$ cat src/rtl/pio_in_pkg.sv
// ============================================================================
// pio_in_pkg : shared types, width helpers and parameter checks
// Rev 1.0
// ============================================================================
`default_nettype none

package pio_in_pkg;

   typedef enum logic [1:0] {
      ST_IDLE   = 2'd0,
      ST_SETTLE = 2'd1,
      ST_RUN    = 2'd2
   } state_t;

   // A counter that reaches n-1 needs clog2(n) bits, but never fewer than one.
   function automatic int cnt_w(input int n);
      return (n <= 1) ? 1 : $clog2(n);
   endfunction

   function automatic bit params_ok(input int sync_stages, input int settle_cycles,
                                    input int filter_len, input int gcnt_w);
      return (sync_stages >= 2) && (settle_cycles >= 1) &&
             (filter_len >= 1) && (gcnt_w >= 1);
   endfunction

endpackage

`default_nettype wire

$ cat src/rtl/pio_sync_chain.sv
// ============================================================================
// pio_sync_chain : multi-flop synchroniser for an asynchronous pad level
// Rev 1.0
// ============================================================================
`default_nettype none

module pio_sync_chain #(
   parameter int STAGES = 2
) (
   input  logic clk,
   input  logic resetn,
   input  logic d_i,
   output logic q_o
);

   (* ASYNC_REG = "TRUE" *) logic [STAGES-1:0] r_sync;

   always_ff @(posedge clk or negedge resetn) begin
      if (!resetn) begin
         r_sync <= '0;
      end else begin
         r_sync <= {r_sync[STAGES-2:0], d_i};
      end
   end

   assign q_o = r_sync[STAGES-1];

endmodule

`default_nettype wire

$ cat src/rtl/pio_in_conditioner.sv
// ============================================================================
// pio_in_conditioner : INRDENI sequencing, settle wait, sync, glitch filter,
//                      edge detect and glitch counting for a bank input pad
// Rev 1.0
// ============================================================================
`default_nettype none

module pio_in_conditioner
   import pio_in_pkg::*;
#(
   parameter int SYNC_STAGES   = 2,
   parameter int SETTLE_CYCLES = 64,
   parameter int FILTER_LEN    = 4,
   parameter int GCNT_W        = 8
) (
   input  logic              clk,
   input  logic              resetn,
   input  logic              enable_i,
   input  logic              pad_i,
   input  logic              clr_glitch_i,
   output logic              inrd_en_o,
   output logic              ready_o,
   output logic              level_o,
   output logic              rise_o,
   output logic              fall_o,
   output logic [GCNT_W-1:0] glitch_cnt_o
);

   localparam int                C_SET_W       = cnt_w(SETTLE_CYCLES);
   localparam int                C_FILT_W      = cnt_w(FILTER_LEN);
   localparam logic [C_SET_W-1:0]  C_SETTLE_LAST = C_SET_W'(SETTLE_CYCLES - 1);
   localparam logic [C_FILT_W-1:0] C_FILT_LAST   = C_FILT_W'(FILTER_LEN - 1);

   if (!params_ok(SYNC_STAGES, SETTLE_CYCLES, FILTER_LEN, GCNT_W)) begin : g_param_check
      $error("pio_in_conditioner: illegal parameter set");
   end

   state_t               r_state;
   logic [C_SET_W-1:0]   r_settle_cnt;
   logic [C_FILT_W-1:0]  r_filt_cnt;
   logic [GCNT_W-1:0]    r_gcnt;
   logic                 r_inrd_en, r_ready, r_level, r_rise, r_fall;
   logic                 w_sync_q;
   logic                 w_glitch;

   pio_sync_chain #(
      .STAGES (SYNC_STAGES)
   ) u_sync (
      .clk    (clk),
      .resetn (resetn),
      .d_i    (pad_i),
      .q_o    (w_sync_q)
   );

   // A mismatch run that ends before reaching FILTER_LEN samples is a rejected pulse.
   assign w_glitch = (r_state == ST_RUN) && enable_i &&
                     (w_sync_q == r_level) && (r_filt_cnt != '0);

   always_ff @(posedge clk or negedge resetn) begin
      if (!resetn) begin
         r_state      <= ST_IDLE;
         r_settle_cnt <= '0;
         r_filt_cnt   <= '0;
         r_inrd_en    <= 1'b0;
         r_ready      <= 1'b0;
         r_level      <= 1'b0;
         r_rise       <= 1'b0;
         r_fall       <= 1'b0;
      end else begin
         r_rise <= 1'b0;
         r_fall <= 1'b0;
         case (r_state)
            ST_IDLE: begin
               r_ready    <= 1'b0;
               r_level    <= 1'b0;
               r_filt_cnt <= '0;
               if (enable_i) begin
                  r_state      <= ST_SETTLE;
                  r_settle_cnt <= '0;
                  r_inrd_en    <= 1'b1;
               end else begin
                  r_inrd_en <= 1'b0;
               end
            end
            ST_SETTLE: begin
               if (!enable_i) begin
                  r_state   <= ST_IDLE;
                  r_inrd_en <= 1'b0;
               end else if (r_settle_cnt == C_SETTLE_LAST) begin
                  r_state    <= ST_RUN;
                  r_ready    <= 1'b1;
                  r_level    <= w_sync_q;
                  r_filt_cnt <= '0;
               end else begin
                  r_settle_cnt <= r_settle_cnt + 1'b1;
               end
            end
            ST_RUN: begin
               if (!enable_i) begin
                  r_state    <= ST_IDLE;
                  r_inrd_en  <= 1'b0;
                  r_ready    <= 1'b0;
                  r_level    <= 1'b0;
                  r_filt_cnt <= '0;
               end else if (w_sync_q != r_level) begin
                  if (r_filt_cnt == C_FILT_LAST) begin
                     r_level    <= w_sync_q;
                     r_filt_cnt <= '0;
                     r_rise     <= w_sync_q;
                     r_fall     <= ~w_sync_q;
                  end else begin
                     r_filt_cnt <= r_filt_cnt + 1'b1;
                  end
               end else begin
                  r_filt_cnt <= '0;
               end
            end
            default: begin
               r_state   <= ST_IDLE;
               r_inrd_en <= 1'b0;
               r_ready   <= 1'b0;
               r_level   <= 1'b0;
            end
         endcase
      end
   end

   // Held across IDLE so characterisation data survives a disable.
   always_ff @(posedge clk or negedge resetn) begin
      if (!resetn) begin
         r_gcnt <= '0;
      end else if (clr_glitch_i) begin
         r_gcnt <= '0;
      end else if (w_glitch && (r_gcnt != {GCNT_W{1'b1}})) begin
         r_gcnt <= r_gcnt + 1'b1;
      end
   end

   assign inrd_en_o    = r_inrd_en;
   assign ready_o      = r_ready;
   assign level_o      = r_level;
   assign rise_o       = r_rise;
   assign fall_o       = r_fall;
   assign glitch_cnt_o = r_gcnt;

endmodule

`default_nettype wire
$ cat config.mk
export PLATFORM = sky130hd
export DESIGN_NAME = pio_in_conditioner
export DESIGN_NICKNAME = d
export VERILOG_FILES = /design/src/rtl/pio_in_pkg.sv /design/src/rtl/pio_sync_chain.sv /design/src/rtl/pio_in_conditioner.sv
export SDC_FILE = /design/constraint.sdc
export NUM_CORES = 1
export LEC_CHECK = 0
export BUFFER_PORTS_ARGS = -buffer_cell sky130_fd_sc_hd__buf_2
export CORE_MARGIN = 2
export CORE_UTILIZATION = 45
export DETAILED_ROUTE_END_ITERATION = 12
export GPL_TIMING_DRIVEN = 0
export PLACE_DENSITY = 0.68
export SLEW_MARGIN = 25
export SYNTH_ARGS = -nofsm -noshare
export SYNTH_HDL_FRONTEND = slang
export SYNTH_SLANG_ARGS = --single-unit
$ cat constraint.sdc
create_clock -name clk -period 3.47 [get_ports clk]
set_clock_uncertainty 0.2 [all_clocks]
set_input_delay 0.1735 -clock clk [delete_from_list [all_inputs] [get_ports clk]]
set_output_delay 0.1735 -clock clk [all_outputs]
set_load 0.005 [all_outputs]
After elaboration in Yosys (flattened, before gate mapping)

Cells that the tools add are included.

Word-level logic and storage cells: 82
Input bits: 5
Output and inout port bits: 13
Bits in registers: 25

Bitwise operators: 1
Eq/ne operators: 16
Add/subtract/negate cells: 3
Reductions and logical operators: 15
Muxes and demuxes: 37

Operators with widths:

| operator              | count |
|---|---|
| $mux W2               | 9 |
| $mux W6               | 3 |
| $mux W1               | 17 |
| $mux W8               | 2 |
| $ne A2 B2 Y1 const B  | 6 |
| $pmux W2 S3           | 2 |
| $pmux W6 S2           | 1 |
| $reduce_and A3 Y1     | 3 |
| $add A8 B1 Y8 const B | 1 |
| $ne A8 B8 Y1 const B  | 1 |
| $reduce_and A4 Y1     | 2 |
| $add A6 B1 Y6 const B | 1 |
| $eq A6 B6 Y1 const B  | 1 |
| $ne A3 B2 Y1 const B  | 2 |
| $pmux W1 S2           | 3 |
| $reduce_bool A2 Y1    | 3 |
| $eq A2 B2 Y1 const B  | 2 |
| $logic_and A1 B1 Y1   | 4 |
| $ne A3 B3 Y1 const B  | 1 |
| $reduce_bool A3 Y1    | 1 |
| $add A2 B1 Y2 const B | 1 |
| $eq A2 B1 Y1 const B  | 1 |
| $logic_not A2 Y1      | 1 |
| $reduce_or A2 Y1      | 1 |
| other kinds (3)       | 3 |

Longest topological paths before layout

Gate-level depths: netlist (run 1).

Depth in word-level cells: 7
Depth in mapped cells: 7
Mapped depth without buffers: 6

Modules after synthesis

Synthesis (run 1) repeated with hierarchy kept, for this count alone.

Cell total of the unflattened synthesis: 138
Area, all modules: 1385.1 sq um

Modules (own cells, without submodules):

| module             | seq. area each (sq um) | cells each | instances | area an instance (sq um) |
|---|---|---|---|---|
| pio_in_conditioner | 575.6                  | 136        | 1         | 1335.0 |
| pio_sync_chain     | 50.0                   | 2          | 1         | 50.0 |

Worst setup path after synthesis (run 1)

No wires, ideal clock.

Path kind: reg2reg
Start: reg r_state[0]
End: reg r_gcnt[4] (netlist: glitch_cnt_o[4])
Path buffers: 1
Period minus slack after synthesis: 1.912 ns
Setup time: 0.078 ns
Slack: 1.558 ns
Stages on the path, launching flop included: 8
Arrival time: 1.634 ns
Required time: 3.192 ns
Path through: dfrtp_1 inv_1 ha_1 and2_4 o2111ai_4 buf_6 or3_1 a21oi_1

Longest elaborated chain between the ends: 6

Ends and longest elaborated chain:

| item                                | line                      | RTL |
|---|---|---|
| start: declaration                  | pio_in_conditioner.sv:38  | `state_t r_state;` |
| start signal: assignment            | pio_in_conditioner.sv:61  | `r_state <= ST_IDLE;` |
| start signal: assignment            | pio_in_conditioner.sv:78  | `r_state <= ST_SETTLE;` |
| start signal: assignment            | pio_in_conditioner.sv:87  | `r_state <= ST_IDLE;` |
| $eq A2 B2 Y1                        | pio_in_conditioner.sv:56  | `assign w_glitch = (r_state == ST_RUN) && enable_i &&` |
| $logic_and A1 B1 Y1 (2 in a row)    | pio_in_conditioner.sv:56  |  |
| $logic_and A1 B1 Y1                 | pio_in_conditioner.sv:57  | `(w_sync_q == r_level) && (r_filt_cnt != '0);` |
| $logic_and A1 B1 Y1                 | pio_in_conditioner.sv:134 | `end else if (w_glitch && (r_gcnt != {GCNT_W{1'b1}})) begin` |
| $reduce_bool A2 Y1 (no source line) | --                        |  |
| end signal: assignment              | pio_in_conditioner.sv:135 | `r_gcnt <= r_gcnt + 1'b1;` |
| end: declaration                    | pio_in_conditioner.sv:41  | `logic [GCNT_W-1:0] r_gcnt;` |

No other way between the ends.
A chain may end at the register's enable or synchronous reset.

Worst setup path in the final report (run 1)

Ends and elaborated chain as after synthesis.

==> flow_summary.ini, run 1 <==
[sta]
finalCritPeriodShare = 0.6078
rsz0062_at_grt = no
period_needed_ps = 2109
worst_slack_ps = 1361
fin_tns_setup_ps = 0
setup_viol = 0
hold_viol = 0
slew_headroom = 0.6141
worst_pin_slew_ps = 578.8
slew_viol_final = 0
fmax_mhz = 474.1

[cts]
cts_resized = 0
clk_pin_slew_ps = 140
cts_root_buf = clkbuf_4
clkSinkCount = 25
cts_buffers = 3
post_cts_buffers = 0
cts_max_path_buffers = 2
h-tree-depth = 1
clock_latency_ps = 320
tritoncts = yes

[final_layout]
seq_area_um2 = 625.6
num_antenna_cells = 0
multiInputGateArea_um2 = 699.4
nNetsFinal = 180
final_util = 0.5235
drive_above_1_share = 0.1446
fillCellCount = 266
stdcell_count = 199
syn_to_final_growth_pct = 12.86

[grt]
grt_max_degree = 26
grt_antenna_before_repair = 0
track_usage = 0.1674
grt_pass1_vias = 988
grt_pass1_wl_um = 4429
grt_remaining_overflow = 0

[synthesis]
synth.avg_cell_area_um2 = 9.660
synthDistinctLibCells = 32
yosysTopAreaCell = dfrtp_1
synth_warnings = 0
syn-num-nets = 156
syn_inst = 143
synth_top_area_share = 0.4529
synth_xor_area_frac = 0.01812
synth_seq_area_share = 0.4529
synthAdderAreaFrac = 0.07246
synth_top_family_by_area = compound AO/OA/AOI/OAI gates
synth_simple_gate_area_frac = 0.1821
ys_ff_latch = 25
synthesis.area_mm2 = 0.001381
synthTopCellsByArea = dfrtp_1 (45%), ha_1 (7.2%), a21oi_1 (4.7%)
synth.mux.area_fraction = 0.04348
synth_compound_area_frac = 0.1902

[placement]
placed_cells = 192
place_ws_ps = 1405
finalWeightedCongestion = 0.8682
dp_hpwl_um = 1948
portBuffers = 16

[setup_path]
critPathKind = reg -> reg
crit_arrival_ps = 2160
critPathTopFamily = simple AND/OR/NAND/NOR gates
crit_path_end_kind = flop
crit_chain = inv_1 -> ha_1 -> and2_4 -> o2111ai_4 -> buf_6 -> or3_1 -> a21oi_1
crit_required_ps = 3520
max_stage_delay_ps = 450
start_kind = flop
crit_fanout = 10
critical_path_buf_inv_count = 2
slowest_stage = dfrtp_1

[floorplanning]
die-area_mm2 = 0.003529
floorplan.die.width_um = 59.41
start_util = 0.4639
row_count = 20
die_height_um = 59.41
core_area_mm2 = 0.002978
ios = 18

[routing]
drt-met1-wl_um = 1343
vias_per_cell = 5.814
dr_wl_met3_um = 136
final_antenna_net_count = 0
drt-initial-drc-count = 76
drt-total-wl_um = 2792
vias = 1157
highest-signal-layer = met4
wl_met2_um = 1267
drt-wirelength-per-cell_um = 14.03
drc = 0
dr.pass1.iters = 4

[outcome]
status = complete, no violations

[power_and_ir_drop]
total_power_uw = 696.5
vdd_ir_drop_max_mv = 0.2014
leakage_nw = 0.7116
p_per_area_mw_per_mm2 = 446.8

[hold_path]
hold_class = in -> reg

[job]
maxCapViolations = 0
-- report_power, final --
group / switching, mW / total [mW] / internal (mW)
Sequential: 0.0315 / 0.351 / 0.320
Clock: 0.0887 / 0.134 / 0.0450
Combinational: 0.126 / 0.211 / 0.0858
-- cells by family (layout without fill, tap and decap cells) --
kind of cell | Yosys count | in the layout
simple gates | 49 | 49
compound gates | 40 | 40
flops | 25 | 25
buf+inv | 13 | 36
fa+ha+maj | 8 | 8
mux | 6 | 6
xor+xnor | 2 | 2
-- cell usage after synthesis --
| master | instances |
|---|---|
| o21ai_0 | 11 |
| a31oi_1 | 3 |
| o21a_1 | 1 |
| inv_1 | 8 |
| or3_1 | 4 |
| clkbuf_1 | 3 |
| nor3b_1 | 2 |
| xnor2_2 | 1 |
| a41oi_1 | 1 |
| dfrtp_1 | 25 |
| xor2_1 | 1 |
| a22o_1 | 3 |
| o211ai_1 | 3 |
| nand3_1 | 10 |
| o31ai_1 | 3 |
| nor2_1 | 7 |
| and2_4 | 1 |
| nand4_1 | 1 |
| a22o_2 | 1 |
| buf_1 | 1 |
| and2_1 | 1 |
| nor2b_1 | 2 |
| nor3_1 | 1 |
| mux2i_1 | 6 |
| o2111ai_4 | 1 |
| a21oi_1 | 13 |
| nand4b_1 | 1 |
| and4_1 | 1 |
| or4_1 | 3 |
| ha_1 | 8 |
| buf_6 | 1 |
| nand2_1 | 15 |
-- what timing repair did --
action	CTS	global route
hold endpoints to repair	27	0
endpoints found under the setup margin	0	0
hold buffers	3	0
-- placed cells by master (no fill, tap or decap), drive strengths merged, types with 2 or more instances in the layout --
| cell type | count |
|---|---|
| nor2b | 2 |
| nor3b | 2 |
| o31ai | 3 |
| a31oi | 3 |
| a22o | 4 |
| nand2 | 15 |
| and2 | 2 |
| dfrtp | 25 |
| nor2 | 7 |
| dlygate4sd3 | 3 |
| inv | 8 |
| buf | 18 |
| or4 | 3 |
| or3 | 4 |
| mux2i | 6 |
| o211ai | 3 |
| clkbuf | 7 |
| nand3 | 10 |
| ha | 8 |
| a21oi | 13 |
| o21ai | 11 |
-- flip-flops by register name, summed over array words and instances, names as in the netlist --
register / cells
rise_o: 1
r_settle_cnt: 6
glitch_cnt_o: 8
fall_o: 1
ready_o: 1
r_filt_cnt: 2
r_state: 2
inrd_en_o: 1
u_sync.r_sync: 2
level_o: 1
-- layout make-up --
cell class | count | share of cell area
multi-input cells | 105 | 0.4486
flip-flops and latches | 25 | 0.4013
repair buffers | 19 | 0.07063
well taps | 33 | 0.02648
inverters | 8 | 0.01926
clock buffers | 4 | 0.01685
plain buffers | 5 | 0.01685
-- per-stage QoR --
stage	area [um2]	hold WS, ps
detailed placement	1503	3.995
global route	1559	51.35
global placement	1503	-9.845
CTS	1559	50.43
floorplan	1381	-322.1
finish	1559	47.04
-- worst paths after layout --
kind                                             from                     endpoint  slack (ps)  depth (start not counted)
max in group asynchronous                      resetn          ready_o$_DFFE_PN0P_        2530                          2
min in group asynchronous                      resetn             rise_o$_DFF_PN0_         170                          2
setup / recovery               r_state[0]$_DFFE_PN0P_  glitch_cnt_o[4]$_DFFE_PN0P_        1360                          7
hold reg to reg            u_sync.r_sync[0]$_DFF_PN0_   u_sync.r_sync[1]$_DFF_PN0_         170                          0
setup reg to reg               r_state[0]$_DFFE_PN0P_  glitch_cnt_o[4]$_DFFE_PN0P_        1360                          7
hold / removal                               enable_i             rise_o$_DFF_PN0_          50                          4
-- metal layers --
| metal | vias up | track usage |
|---|---|---|
| li1 | 569 | - |
| met1 | 545 | 0.2254 |
| met2 | 38 | 0.2590 |
| met3 | 5 | 0.03275 |
| met4 | 0 | 0.07468 |
| met5 | - | 0 |
-- tightest hold or removal path, cell delays in order --
cell,delay (ps)
buf_2,100
and2_4,150
nand2_1,80
nor3b_1,50
(Power assumes the default switching activity.)
==> inputs of run 2 (changes only) <==
==> constraint.sdc (replaced) <==
create_clock -name clk -period 2 [get_ports clk]
set_clock_uncertainty 0.2 [all_clocks]
set_input_delay 0.1 -clock clk [delete_from_list [all_inputs] [get_ports clk]]
set_output_delay 0.1 -clock clk [all_outputs]
set_load 0.005 [all_outputs]
==> flow_summary.ini, run 2 (same netlist as run 1, synthesis figures left out) <==
[floorplanning]
die_height_um = 59.41
floorplan.die.width_um = 59.41
ios = 18
core_area_mm2 = 0.002978
row_count = 20
start_util = 0.4639
die-area_mm2 = 0.003529

[cts]
cts_max_path_buffers = 2
clock_latency_ps = 320
cts_buffers = 3
cts_root_buf = clkbuf_4
clkSinkCount = 25
h-tree-depth = 1
tritoncts = yes
clk_pin_slew_ps = 140

[sta]
rsz0062_at_grt = no
hold_viol = 0
setup_viol = 0
finalCritPeriodShare = 0.9588
period_needed_ps = 1918
slew_headroom = 0.6087
worst_pin_slew_ps = 586.9
fin_tns_setup_ps = 0
hold-worst-slack_ps = 92.69
slew_viol_final = 0
fmax_mhz = 521.5

[grt]
grt_pass1_vias = 1002
grt_pass1_wl_um = 4491
grt_antenna_before_repair = 0
grt_max_degree = 26
grt_remaining_overflow = 0
track_usage = 0.1697

[routing]
vias_per_cell = 5.746
drt-total-wl_um = 2868
final_antenna_net_count = 0
drc = 0
drt-initial-drc-count = 76
dr.pass1.iters = 4
vias = 1155
drt-wirelength-per-cell_um = 14.27

[final_layout]
largest_reg_flops = 8
syn_to_final_growth_pct = 15.40
final_cell_mix = dfrtp_1 (25), buf_2 (17), nand2_1 (15)
stdcell_count = 201
nNetsFinal = 182
drive_above_1_share = 0.1786
final_common_cell = dfrtp_1
num_antenna_cells = 0

[power_and_ir_drop]
leakage_nw = 0.7240
vdd_ir_drop_max_mv = 0.3480
p_int_uw = 802.5
comb_power_share = 0.328
power.switching_uw = 442.4
switching_share = 0.3554
p_per_area_mw_per_mm2 = 781.0
pwr-share-clk = 0.187
total_power_mw = 1.245
seqPwrFrac = 0.485

[placement]
finalWeightedCongestion = 0.8682
dp_hpwl_um = 1948
portBuffers = 16
placed_cells = 192

[setup_path]
timing.rr.start = r_state[0]$_DFFE_PN0P_
crit_arrival_ps = 1970
r2r_end = glitch_cnt_o[4]$_DFFE_PN0P_
crit_fanout = 10
r2r_slack_ps = 80
reg2reg_depth = 7
crit_path_end_kind = flop
critPathKind = reg -> reg
crit_required_ps = 2050
start_kind = flop

[hold_path]
hold_class = in -> async

[outcome]
status = complete, no violations

[job]
maxCapViolations = 0
==> run 2: worst max-delay path, cell delays in order (launching register included) <==
cell       delay (ps)
dfrtp_1           420
inv_2              90
ha_4              170
and2_4            170
o2111ai_4         140
buf_6             180
or3_1             340
a21oi_1           140
==> run 2: stage by stage <==
step	area, um2	util	setup WS (ps)
6_report	1594	0.5353	82.34
5_1_grt	1594	0.5353	18.25
4_1_cts	1579	0.5303	16.78
3_5_place_dp	1503	0.5046	-65.09
3_3_place_gp	1503	0.5046	-38.37
2_1_floorplan	1381	-	87.93
==> run 2: how the worst max path moves through the flow <==
stage / startpoint / end / slack (ps) / cells after the start
2_1_floorplan: r_state[0]$_DFFE_PN0P_ / glitch_cnt_o[4]$_DFFE_PN0P_ / 90 / 7
3_3_place_gp: r_state[0]$_DFFE_PN0P_ / glitch_cnt_o[4]$_DFFE_PN0P_ / -40 / 7
3_5_place_dp: r_state[0]$_DFFE_PN0P_ / glitch_cnt_o[4]$_DFFE_PN0P_ / -70 / 7
4_1_cts: r_state[0]$_DFFE_PN0P_ / glitch_cnt_o[4]$_DFFE_PN0P_ / 20 / 7
5_1_grt: glitch_cnt_o[0]$_DFFE_PN0P_ / glitch_cnt_o[7]$_DFFE_PN0P_ / 20 / 5
6_report: r_state[0]$_DFFE_PN0P_ / glitch_cnt_o[4]$_DFFE_PN0P_ / 80 / 7
==> run 2: final cells by class <==
cell class	instances	area, um2
fillers	259	1384
multi-input cells	105	714.4
plain buffers	5	28.78
repair buffers	21	127.6
inverters	8	30.03
well taps	33	41.29
flip-flops and latches	25	625.6
clock buffers	4	26.28
==> run 2: per-layer routing <==
layer / global-route usage / vias up / share of wire
met1: 0.2254 / 542 / 0.47
li1: - / 569 / -
met4: 0.07468 / 0 / 0.016
met5: 0 / - / 0
met2: 0.2669 / 39 / 0.46
met3: 0.03275 / 5 / 0.051
==> run 2: what timing repair did <==
item,4_1_cts,5_1_grt
gates resized for setup,1,8
setup buffers,1,0
endpoints found under the hold margin,36,0
setup endpoints to repair,5,11
hold buffers,4,0
==> run 2: power groups by stage <==
stage / combinational, mW / sequential (mW) / clock, mW
final: 0.408 / 0.604 / 0.233
after global routing: 0.464 / 0.612 / 0.261
after CTS: 0.391 / 0.602 / 0.238
after detailed placement: 0.359 / 0.619 / 0
after global placement: 0.349 / 0.617 / 0
after floorplan: 0.268 / 0.609 / 0
